**src/rtl/sound_cmd_mailbox.sv**
```systemverilog
// Main-CPU <-> sound-CPU mailbox: command FIFO with one NMI per queued command,
// a single response latch, and the SNDRST_b power-on / on-demand reset sequencer.
module sound_cmd_mailbox #(
  parameter int DEPTH      = 4,
  parameter int NMI_WIDTH  = 8,
  parameter int RST_CYCLES = 16
) (
  input  logic       phi0,
  input  logic       rst_b,
  input  logic       main_wr,
  input  logic [7:0] main_din,
  input  logic       main_rd,
  output logic [7:0] main_dout,
  input  logic       main_clr,
  input  logic       main_snd_rst,
  output logic [3:0] main_status,
  input  logic       snd_cmd_rd,
  output logic [7:0] snd_cmd_dout,
  input  logic       snd_rsp_wr,
  input  logic [7:0] snd_rsp_din,
  output logic [1:0] snd_status,
  output logic       SNDNMI_b,
  output logic       SNDRST_b
);

  localparam int PW = $clog2(DEPTH);
  localparam int CW = PW + 1;
  localparam int TW = $clog2(NMI_WIDTH);
  localparam int RW = $clog2(RST_CYCLES + 1);

  typedef enum logic [1:0] {NMI_IDLE, NMI_ASSERT, NMI_WAIT} nmi_state_e;

  logic [7:0]    mem_q [DEPTH];
  logic [PW-1:0] wr_ptr_q, wr_ptr_d, rd_ptr_q, rd_ptr_d;
  logic [CW-1:0] count_q, count_d;
  logic [7:0]    rsp_q, rsp_d;
  logic          rsp_valid_q, rsp_valid_d;
  logic          cmd_ovf_q, cmd_ovf_d;
  logic          rsp_ovf_q, rsp_ovf_d;
  nmi_state_e    state_q, state_d;
  logic [TW-1:0] timer_q, timer_d;
  logic          ack_q, ack_d;
  logic          nmi_b_q, nmi_b_d;
  logic          sndrst_b_q, sndrst_b_d;
  logic [RW-1:0] rst_cnt_q, rst_cnt_d;

  logic run, empty, full, pop, push, rsp_wr, cmd_ovf_evt, rsp_ovf_evt;

  // Sound side is frozen while the 6502 is held in reset.
  assign run         = sndrst_b_q;
  assign empty       = (count_q == '0);
  assign full        = (count_q == CW'(DEPTH));
  assign pop         = run && snd_cmd_rd && !empty;
  assign push        = run && main_wr && (!full || pop);
  assign cmd_ovf_evt = run && main_wr && full && !pop;
  assign rsp_wr      = run && snd_rsp_wr;
  assign rsp_ovf_evt = rsp_wr && rsp_valid_q && !main_rd;

  // NOTE: storage has no reset; contents are only visible through count/pointers,
  // which are reset, so clearing the array would only add reset fan-out.
  always_ff @(posedge phi0) begin
    if (push) mem_q[wr_ptr_q] <= main_din;
  end

  // NOTE: every sequential register uses non-blocking assignment so all of them
  // update together from the same pre-edge values computed below.
  always_ff @(posedge phi0 or negedge rst_b) begin
    if (!rst_b) begin
      wr_ptr_q    <= '0;
      rd_ptr_q    <= '0;
      count_q     <= '0;
      rsp_q       <= 8'h00;
      rsp_valid_q <= 1'b0;
      cmd_ovf_q   <= 1'b0;
      rsp_ovf_q   <= 1'b0;
      state_q     <= NMI_IDLE;
      timer_q     <= '0;
      ack_q       <= 1'b0;
      nmi_b_q     <= 1'b1;
      sndrst_b_q  <= 1'b0;
      rst_cnt_q   <= RW'(RST_CYCLES);
    end else begin
      wr_ptr_q    <= wr_ptr_d;
      rd_ptr_q    <= rd_ptr_d;
      count_q     <= count_d;
      rsp_q       <= rsp_d;
      rsp_valid_q <= rsp_valid_d;
      cmd_ovf_q   <= cmd_ovf_d;
      rsp_ovf_q   <= rsp_ovf_d;
      state_q     <= state_d;
      timer_q     <= timer_d;
      ack_q       <= ack_d;
      nmi_b_q     <= nmi_b_d;
      sndrst_b_q  <= sndrst_b_d;
      rst_cnt_q   <= rst_cnt_d;
    end
  end

  always_comb begin
    // NOTE: defaults first, so every path assigns every _d and no latch is inferred.
    wr_ptr_d    = wr_ptr_q;
    rd_ptr_d    = rd_ptr_q;
    count_d     = count_q;
    rsp_d       = rsp_q;
    rsp_valid_d = rsp_valid_q;
    cmd_ovf_d   = cmd_ovf_q;
    rsp_ovf_d   = rsp_ovf_q;
    state_d     = state_q;
    timer_d     = timer_q;
    ack_d       = ack_q;
    nmi_b_d     = nmi_b_q;
    sndrst_b_d  = sndrst_b_q;
    rst_cnt_d   = rst_cnt_q;

    if (push) wr_ptr_d = wr_ptr_q + PW'(1);
    if (pop)  rd_ptr_d = rd_ptr_q + PW'(1);
    if (push && !pop)      count_d = count_q + CW'(1);
    else if (pop && !push) count_d = count_q - CW'(1);

    if (main_clr)    begin cmd_ovf_d = 1'b0; rsp_ovf_d = 1'b0; end
    if (cmd_ovf_evt) cmd_ovf_d = 1'b1;
    if (rsp_ovf_evt) rsp_ovf_d = 1'b1;

    if (main_rd) rsp_valid_d = 1'b0;
    if (rsp_wr) begin
      rsp_d       = snd_rsp_din;
      rsp_valid_d = 1'b1;
    end

    if (run) begin
      unique case (state_q)
        NMI_IDLE: if (!empty) begin
          state_d = NMI_ASSERT;
          nmi_b_d = 1'b0;
          timer_d = TW'(NMI_WIDTH - 1);
          ack_d   = 1'b0;
        end
        NMI_ASSERT: begin
          if (snd_cmd_rd) ack_d = 1'b1;
          if (timer_q == '0) begin
            nmi_b_d = 1'b1;
            state_d = (ack_q || snd_cmd_rd) ? NMI_IDLE : NMI_WAIT;
          end else begin
            timer_d = timer_q - TW'(1);
          end
        end
        NMI_WAIT: if (snd_cmd_rd) state_d = NMI_IDLE;
        default: state_d = NMI_IDLE;
      endcase
    end else begin
      if (rst_cnt_q <= RW'(1)) begin
        sndrst_b_d = 1'b1;
        rst_cnt_d  = '0;
      end else begin
        rst_cnt_d  = rst_cnt_q - RW'(1);
      end
    end

    // A sound reset request overrides everything on the sound side; overflow flags survive.
    if (main_snd_rst) begin
      sndrst_b_d  = 1'b0;
      rst_cnt_d   = RW'(RST_CYCLES);
      wr_ptr_d    = '0;
      rd_ptr_d    = '0;
      count_d     = '0;
      rsp_valid_d = 1'b0;
      state_d     = NMI_IDLE;
      nmi_b_d     = 1'b1;
      ack_d       = 1'b0;
    end
  end

  assign main_dout    = rsp_q;
  assign main_status  = {cmd_ovf_q, rsp_ovf_q, full, rsp_valid_q};
  assign snd_cmd_dout = empty ? 8'hFF : mem_q[rd_ptr_q];
  assign snd_status   = {!empty, rsp_valid_q};
  assign SNDNMI_b     = nmi_b_q;
  assign SNDRST_b     = sndrst_b_q;

endmodule
```
**config.mk**
```make
export PLATFORM = sky130hd
export DESIGN_NAME = sound_cmd_mailbox
export DESIGN_NICKNAME = d
export VERILOG_FILES = /design/src/rtl/sound_cmd_mailbox.sv
export SDC_FILE = /design/constraint.sdc
export NUM_CORES = 1
export LEC_CHECK = 0
export CORE_ASPECT_RATIO = 0.6
export CORE_UTILIZATION = 55
export CTS_BUF_LIST = sky130_fd_sc_hd__clkbuf_8
export CTS_CLUSTER_DIAMETER = 30
export DETAILED_ROUTE_END_ITERATION = 8
export GPL_TIMING_DRIVEN = 0
export PLACE_DENSITY_LB_ADDON = 0.12
export SLEW_MARGIN = 20
export SYNTH_ARGS = -nofsm -noshare
export SYNTH_HDL_FRONTEND = slang
export SYNTH_SLANG_ARGS = --single-unit
```
**constraint.sdc**
```tcl
create_clock -name phi0 -period 2.8 [get_ports phi0]
set_input_delay 0.56 -clock phi0 [delete_from_list [all_inputs] [get_ports phi0]]
set_output_delay 0.56 -clock phi0 [all_outputs]
set_load 0.005 [all_outputs]
```
# Word level (Yosys, flattened, before mapping)
# Memories as Yosys holds them, arrays and structs flattened.
# Cells that the tools add are included.
# Widths: inputs -> output; s select.
# word_totals
wordCells,106
out_inout_bits,24
ff_bits,31
in_bits,24
ram_bits,32
mem_count,1
# op_classes
n_addsub,6
n_lt_le_gt_ge,1
eq_ne,10
mux,41
reduce_logical,34
# memory_table
memory,depth,width,rd,rd_ports_with_merged_regs,wr,line,rtl
mem_q,4,8,1,0,1,33,logic [7:0] mem_q [DEPTH];
# ops
cell,n
$mux 2,10
$mux 1,18
$reduce_and 4->1,4
$mux 3,5
$mux 5,3
$ne 3x3->1 const B,4
$reduce_bool 2->1,6
$logic_and 1x1->1,11
$reduce_bool 3->1,3
$mux 8,1
$logic_not 3->1,2
$ne 2x2->1 const B,3
$pmux 2 s3,1
$pmux 3 s2,1
$sub 3x1->3 const B,2
$le 5x1->1 const B,1
$logic_not 1->1,5
$sub 5x1->5 const B,1
$add 2x1->2 const B,2
$pmux 1 s2,2
$add 3x1->3 const B,1
$eq 3x3->1 const B,1
$eq 2x1->1 const B,1
$eq 2x2->1 const B,1
other kinds (2),3

# Longest topological paths before layout
# Gate-level depths: netlist of the first run.
# logic_depth
word_depth,10
mapped_depth,7
ltp_nobuf,7

# Worst setup path after synthesis of the first run
# Ideal clock, no wire load.
# synth_timing
path_type,input-to-reg
start,input port snd_cmd_rd
end,register count_q[2]
setup_time_ns,0.125
slack_ns,0.515
n_path_buf,0
cell_stages,6
t_arrival_ns,2.160
required_ns,2.675
path_cell_list,or4b_4 > nand3_2 > nor2_1 > fa_1 > o31a_1 > mux2_4
# synth_via
elab_chain_cells,7
word_cells_on_any_way,11
classes_between,mux: 2; reduce/logical: 9
# synth_lines
element,line,rtl
"start, declared",17,"input logic snd_cmd_rd,"
$logic_and 1x1->1 (*) (2 in series),53,assign pop = run && snd_cmd_rd && !empty;
$logic_or 1x1->1,54,assign push = run && main_wr && (!full || pop);
$logic_and 1x1->1,54,
$logic_and 1x1->1 or $logic_not 1->1 (tied branches),"117, 118",
$mux 3 or $logic_and 1x1->1 (tied branches),"117, 118",
$mux 3 or $reduce_bool 3->1 (tied branches),-,
"end signal, assigned",85,count_q <= count_d;
"end, declared",35,"logic [CW-1:0] count_q, count_d;"
# Every way passes the cells marked *; elsewhere a longest branch is shown, timed or not.
# A chain may end at the register's enable or synchronous reset.

# Worst setup path after layout of the first run
# layout_timing
start,register rd_ptr_q[0]
end,output port snd_cmd_dout[7]
# layout_via
elab_chain_cells,2
# layout_lines
element,line,rtl
"start, declared",34,"logic [PW-1:0] wr_ptr_q, wr_ptr_d, rd_ptr_q, rd_ptr_d;"
"start signal, assigned",84,rd_ptr_q <= rd_ptr_d;
$mem_v2 4x8,-,
$mux 8,175,assign snd_cmd_dout = empty ? 8'hFF : mem_q[rd_ptr_q];
"end, declared",18,"output logic [7:0] snd_cmd_dout,"
# Every way passes these cells.

==> impl_metrics.toml, run 1 <==
[drt]
wl_met3_um = 231
vias_per_cell = 5.383
postRouteAntennaNets = 0
highest_layer = "met4"
vias = 1868
routed-wl-met2_um = 2307
wire_per_inst_um = 14.97
wl_met1_um = 2620
drt_pass1_iterations = 4
finalWirelength_um = 5194
initialDrtViolationCount = 103
drc = 0

[pwr]
ir_worst_vdd_uv = 326.1
seq_power_share = 0.468
clock_power_share = 0.231
leakage_uw = 0.001418
switching_share = 0.2884
p_switching_uw = 759.6
powerDensity_nw_per_um2 = 733.9
power_frac_comb = 0.301
totalPowerFinal_uw = 2634
intPower_uw = 1874

[finish]
synthToLayoutAreaGrowth_pct = 23.94
fillCellCount = 383
design_area_um2 = 3588
num_antenna_cells = 0
drive_gt1_frac = 0.1815
final_common_cell = "clkdlybuf4s50_1"
stdcell_count = 347
final_nets = 309
mostFrequentLayoutCells = "45 x clkdlybuf4s50_1, 32 x edfxtp_1, 29 x dfrtp_1"

[global_routing]
grt_max_degree = 32
overflow = 0
grt_pass1_wl_um = 8500
antenna_found_initial = 0
grt_pass1_vias = 1696
grt_use_total = 0.2156

[placement]
dp_hpwl_um = 3743
numPortBuffers = 46
dpl-instance-area_um2 = 3433
dp_cells = 332
place_ws_ns = -0.1647
gp_congestion = 0.7875

[floorplanning]
core_um2 = 5055
initial_core_util = 0.5728
rows = 20
pin_count = 48
die-area_um2 = 5568
die_w_um = 95.67
die_h_um = 58.20

[worst_setup_path]
crit_fanout = 10
required_ns = 2.24
cp-start-kind = "flop"
cp-end-kind = "output port"
cp.arrival_ns = 2.11
critPathKind = "flop to output port"

[timing]
fin_worst_skew_ns = 0.008001
rsz0062_at_grt = "no"
final_hold_viol_count = 0
fin_crit_sh = 0.9537
period_needed_ns = 2.670
worst_slew_pin_slew_ns = 0.6992
worst_slack_ns = 0.1295
finalSetupViolCount = 0
max-slew-margin-rel = 0.5339
slew_viol_final = 0
fmax_mhz = 374.5

[logic_synthesis]
postSynth.asyncResetShare = 0.4921
avgSynthCellArea_um2 = 13.16
synth_area_um2 = 2895
dominantRegCellSynth = "edfxtp_1"
synth-edff-count = 32
synth_nets = 253
ys_warn_count = 0
synth.distinct_cells = 50
ys_seq_area_frac = 0.6007
synth_cells = 220
ys_seq_elements = 63

[clocking]
ctsHoldBuffers = 0
htree_levels = 3
cts_tree = "done"
cts_resized = 2
clk_pin_slew_ns = 0.06
worstSkewPairLatency_ns = 0.33
clockBufferDepth = 2
cts_root_buf = "clkbuf_8"
numClockSinks = 63
post-cts-setup-buffers = 0
numCtsBuffers = 9

[run_status]
status = "finished clean"

[flow_run]
drv_cap = 0

[hold_path]
min_path_type = "input pin to async pin"
[final timing paths]
path	from	to	slack, ns	depth (start not counted)
max	rd_ptr_q[0]	snd_cmd_dout[7]	0.13	4
max reg2reg	count_q[1]	count_q[2]	0.49	6
max in group asynchronous	rst_b	main_dout[1]	2.06	1
min reg2reg	main_dout[6]	main_dout[6]	0.51	1
min in group phi0	main_dout[6]	main_dout[6]	0.51	1
min	rst_b	main_dout[6]	0.27	1
[cell type report]
type                       instances  area [µm²]  share of cell area
sequential                        63        1739              0.4847
clock inverter                     7       27.53            0.007671
inverter                          13       48.80             0.01360
multi-input combinational        131        1041              0.2901
timing repair buffer              46       455.4              0.1269
buffer                            12       70.07             0.01953
clock buffer                       9       123.9             0.03452
tap                               66       82.58             0.02301
[cells by family after synthesis]
| family | count (synthesis) | synth area share |
|---|---|---|
| compound gates | 35 | 0.08081 |
| xor+xnor | 5 | 0.01512 |
| fa+ha+maj | 9 | 0.04149 |
| buf+inv | 26 | 0.04148 |
| flops | 63 | 0.6007 |
| mux | 18 | 0.1020 |
| simple gates | 64 | 0.1184 |
[cells in the mapped netlist, types with 2 or more instances]
cell | count | area share
edfxtp_1 | 32 | 0.33
dfrtp_1 | 29 | 0.25
nor2_1 | 19 | 0.025
a21oi_1 | 12 | 0.021
inv_1 | 12 | 0.016
nand2_1 | 9 | 0.012
ha_1 | 8 | 0.035
mux2_2 | 8 | 0.031
mux4_2 | 8 | 0.062
or2_2 | 8 | 0.017
buf_4 | 5 | 0.013
nand2b_1 | 5 | 0.011
o21ai_0 | 5 | 0.0086
and2_1 | 4 | 0.0086
clkbuf_1 | 4 | 0.0052
nor2b_1 | 4 | 0.0086
xnor2_1 | 4 | 0.012
buf_2 | 3 | 0.0052
nand3_1 | 3 | 0.0052
a21o_1 | 2 | 0.0052
dfstp_2 | 2 | 0.018
nand3b_1 | 2 | 0.0052
nor3_1 | 2 | 0.0035
o21a_1 | 2 | 0.0052
o22ai_1 | 2 | 0.0043
or3_1 | 2 | 0.0043
[power groups by stage]
stage          Clock (µW)  Sequential, µW  Combinational (µW)
2_1_floorplan           0            1240                 459
3_3_place_gp            0            1240                 779
3_5_place_dp            0            1250                 796
4_1_cts               624            1230                 799
5_1_grt               667            1250                 887
6_report              609            1230                 792
[metal layers]
metal | global-route usage | vias up
met3 | 0.07087 | 4
li1 | - | 896
met2 | 0.2898 | 36
met5 | 0 | -
met1 | 0.3309 | 932
met4 | 0.07036 | 0
[per-stage QoR]
step,hold slack (ns),utilization,setup TNS [ns]
floorplan,0.2644,-,0
global placement,0.4887,0.6802,-0.1296
detailed placement,0.4975,0.6792,-0.1647
CTS,0.2952,0.7106,0
global route,0.3282,0.7099,0
finish,0.2741,0.7099,0
[worst max-delay path, cell delays in order (launching register included)]
cell	delay [ns]
dfrtp_1	0.32
buf_4	0.22
mux4_2	0.51
or2_2	0.28
clkdlybuf4s50_1	0.45
[sequential cells by signal, summed over array words and instances, names as in the netlist]
signal,cells
main_dout,8
rsp_ovf_q,1
wr_ptr_q,2
ack_q,1
state_q,2
cmd_ovf_q,1
rd_ptr_q,2
mem_q,32
SNDNMI_b,1
timer_q,3
rsp_valid_q,1
rst_cnt_q,5
count_q,3
SNDRST_b,1
Power figures use the tool's default switching activity.
==> inputs of run 2 (changes only) <==
--- a/config.mk
+++ b/config.mk
@@ -5,6 +5,7 @@
 export SDC_FILE = /design/constraint.sdc
 export NUM_CORES = 1
 export LEC_CHECK = 0
+export ABC_AREA = 1
 export CORE_ASPECT_RATIO = 0.6
 export CORE_UTILIZATION = 55
 export CTS_BUF_LIST = sky130_fd_sc_hd__clkbuf_8
==> run 2 against run 1 <==
- combinational power is 17% higher
- setup slack better by 0.074 ns
- routed wire length is 20% higher
- critical path type unchanged
- cell count is 23% higher
- critical path depth is 2 higher
- first-iteration DRC count is 6.8% higher
==> impl_metrics.toml, run 2 <==
[clocking]
clk_pin_slew_ns = 0.07
cts_tree = "done"
cts_root_buf = "clkbuf_8"
clockBufferDepth = 2
numCtsBuffers = 9
post-cts-setup-buffers = 0
htree_levels = 3
numClockSinks = 63
cts_resized = 0
worstSkewPairLatency_ns = 0.33
ctsHoldBuffers = 0

[global_routing]
grt_pass1_wl_um = 10160
overflow = 0
grt_use_total = 0.2354
grt_max_degree = 32
antenna_found_initial = 0
grt_pass1_vias = 2153

[worst_setup_path]
r2r_start = "count_q[1]"
path_buf_inv = 4
r2r_cells = 13
cp-start-kind = "flop"
critPathKind = "flop to output port"
cp.arrival_ns = 2.04
path_cells = "buf_2, inv_2, buf_2, nor2_1, o311ai_1, clkdlybuf4s50_1"
r2r_slack_ns = 0.90
crit_slowest_cell = "clkdlybuf4s50_1"
cp-startpoint = "rd_ptr_q[0]"
cpMostUsedCell = "buf_2"
endpoint = "snd_cmd_dout[3]"
critPathMaxStageDelay_ns = 0.56
cp-end-kind = "output port"
critical-path-top-delay-family = "buffers and inverters"
rr_endpoint = "count_q[2]"
required_ns = 2.24
crit_fanout = 10
cp.depth = 6

[floorplanning]
die_w_um = 97.12
die_h_um = 59.07
die-area_um2 = 5737
core_um2 = 5130
initial_core_util = 0.5820
pin_count = 48
rows = 20

[timing]
worst_slack_ns = 0.2039
max-slew-margin-rel = 0.4541
fin_worst_skew_ns = 0.006606
rsz0062_at_grt = "no"
tns_ns = 0
fin_hold_ws_ns = 0.2767
slew_viol_final = 0
fin_crit_sh = 0.9272
final_hold_viol_count = 0
worst_slew_pin_slew_ns = 0.8159
fmax_mhz = 385.2
period_needed_ns = 2.596
finalSetupViolCount = 0

[drt]
initialDrtViolationCount = 110
postRouteAntennaNets = 0
finalWirelength_um = 6256
wire_per_inst_um = 14.62
drt_pass1_iterations = 4
drc = 0
vias = 2260
vias_per_cell = 5.280

[logic_synthesis]
synth_cells = 300
synth_commonest_cells = "59 x nand2_1, 42 x nor2_1, 32 x edfxtp_1"
synth_top_area_frac = 0.3219
avgSynthCellArea_um2 = 9.951
ys_seq_elements = 63
synth-compound-area-share = 0.08173
synth-xor-area-share = 0.008801
synth_area_leaders = "edfxtp_1 32%, dfrtp_1 24%, nand2_1 7.4%"
synth.most_common_cell = "nand2_1"
synth.distinct_cells = 32
muxShareOfSynthArea = 0
dominantRegCellSynth = "edfxtp_1"
ys_seq_area_frac = 0.5826
synth-simple-area-share = 0.2054
synth_area_um2 = 2985
yosysTopAreaCell = "edfxtp_1"
postSynth.asyncResetShare = 0.4921
synthAdderAreaFrac = 0.04023
synth_nets = 333
synth-edff-count = 32
synth_top_family_by_area = "simple AND/OR/NAND/NOR gates"
ys_warn_count = 0

[placement]
place_ws_ns = 0.3142
numPortBuffers = 46
gp_congestion = 0.8375
dp_hpwl_um = 4468
dp_cells = 412

[pwr]
leakage_uw = 0.001653
p_switching_uw = 910.6
seq_power_share = 0.397
ir_worst_vdd_uv = 474.6
switching_share = 0.2933
clock_power_share = 0.306
powerDensity_nw_per_um2 = 823.7
power_frac_comb = 0.297
intPower_uw = 2194

[finish]
final_common_cell = "nand2_1"
drive_gt1_frac = 0.1464
final_util = 0.7346
multi_input_area_um2 = 1003
regArea_um2 = 1739
top_register = "mem_q"
final_nets = 390
num_antenna_cells = 0
stdcell_count = 428
synthToLayoutAreaGrowth_pct = 26.24
fillCellCount = 377
largest_reg_flops = 32
mostFrequentLayoutCells = "59 x nand2_1, 45 x clkdlybuf4s50_1, 42 x nor2_1"

[hold_path]
min_path_type = "input pin to async pin"

[flow_run]
drv_cap = 0

[run_status]
status = "finished clean"
-- run 2: changes by cell type after synthesis, sizes merged, moves of 9 or more --
cell / before / now
nand2: 9 / 68
nor2: 19 / 44
inv: 13 / 36
o21ai: 5 / 20
nand3: 4 / 16
mux2: 9 / 0
-- run 2: logic make-up after synthesis --
family          after synthesis
simple gates                135
xor+xnor                      3
flops                        63
buf+inv                      51
compound gates               39
fa+ha+maj                     9
-- run 2: cell type report --
cell class,instances,share of cell area
flip-flops and latches,63,0.4615
clock inverters,6,0.02855
inverters,37,0.03718
clock buffers,10,0.03652
multi-input cells,186,0.2663
repair buffers,46,0.1209
well taps,66,0.02191
plain buffers,14,0.02722
-- run 2: worst min-delay path by stage --
stage	start	end	cells past startpoint	slack (ns)
floorplan	rst_b	SNDRST_b	0	0.26
global placement	SNDNMI_b	SNDNMI_b	2	0.45
detailed placement	SNDNMI_b	SNDNMI_b	2	0.45
CTS	rst_b	main_dout[3]	1	0.28
global route	rst_b	main_dout[3]	1	0.33
finish	rst_b	main_dout[6]	1	0.28
-- run 2: layer usage --
metal	part of all wire	up-vias	GRT usage
li1	-	1099	-
met1	0.49	1079	0.3359
met2	0.44	78	0.3501
met3	0.066	4	0.06132
met4	0.0038	0	0.09168
met5	0	-	0
-- run 2: power groups by stage --
stage | sequential [µW] | clock [µW] | combinational (µW)
final | 1230 | 950 | 923
after detailed placement | 1250 | 0 | 919
after floorplan | 1240 | 0 | 529
after global routing | 1250 | 997 | 1030
after global placement | 1240 | 0 | 885
after CTS | 1230 | 963 | 927
-- run 2: through the flow --
stage,total power (µW),instance area [µm²]
6_report,3104,3769
5_1_grt,3278,3769
4_1_cts,3122,3769
3_5_place_dp,2167,3523
3_3_place_gp,2128,3528
2_1_floorplan,1769,2985
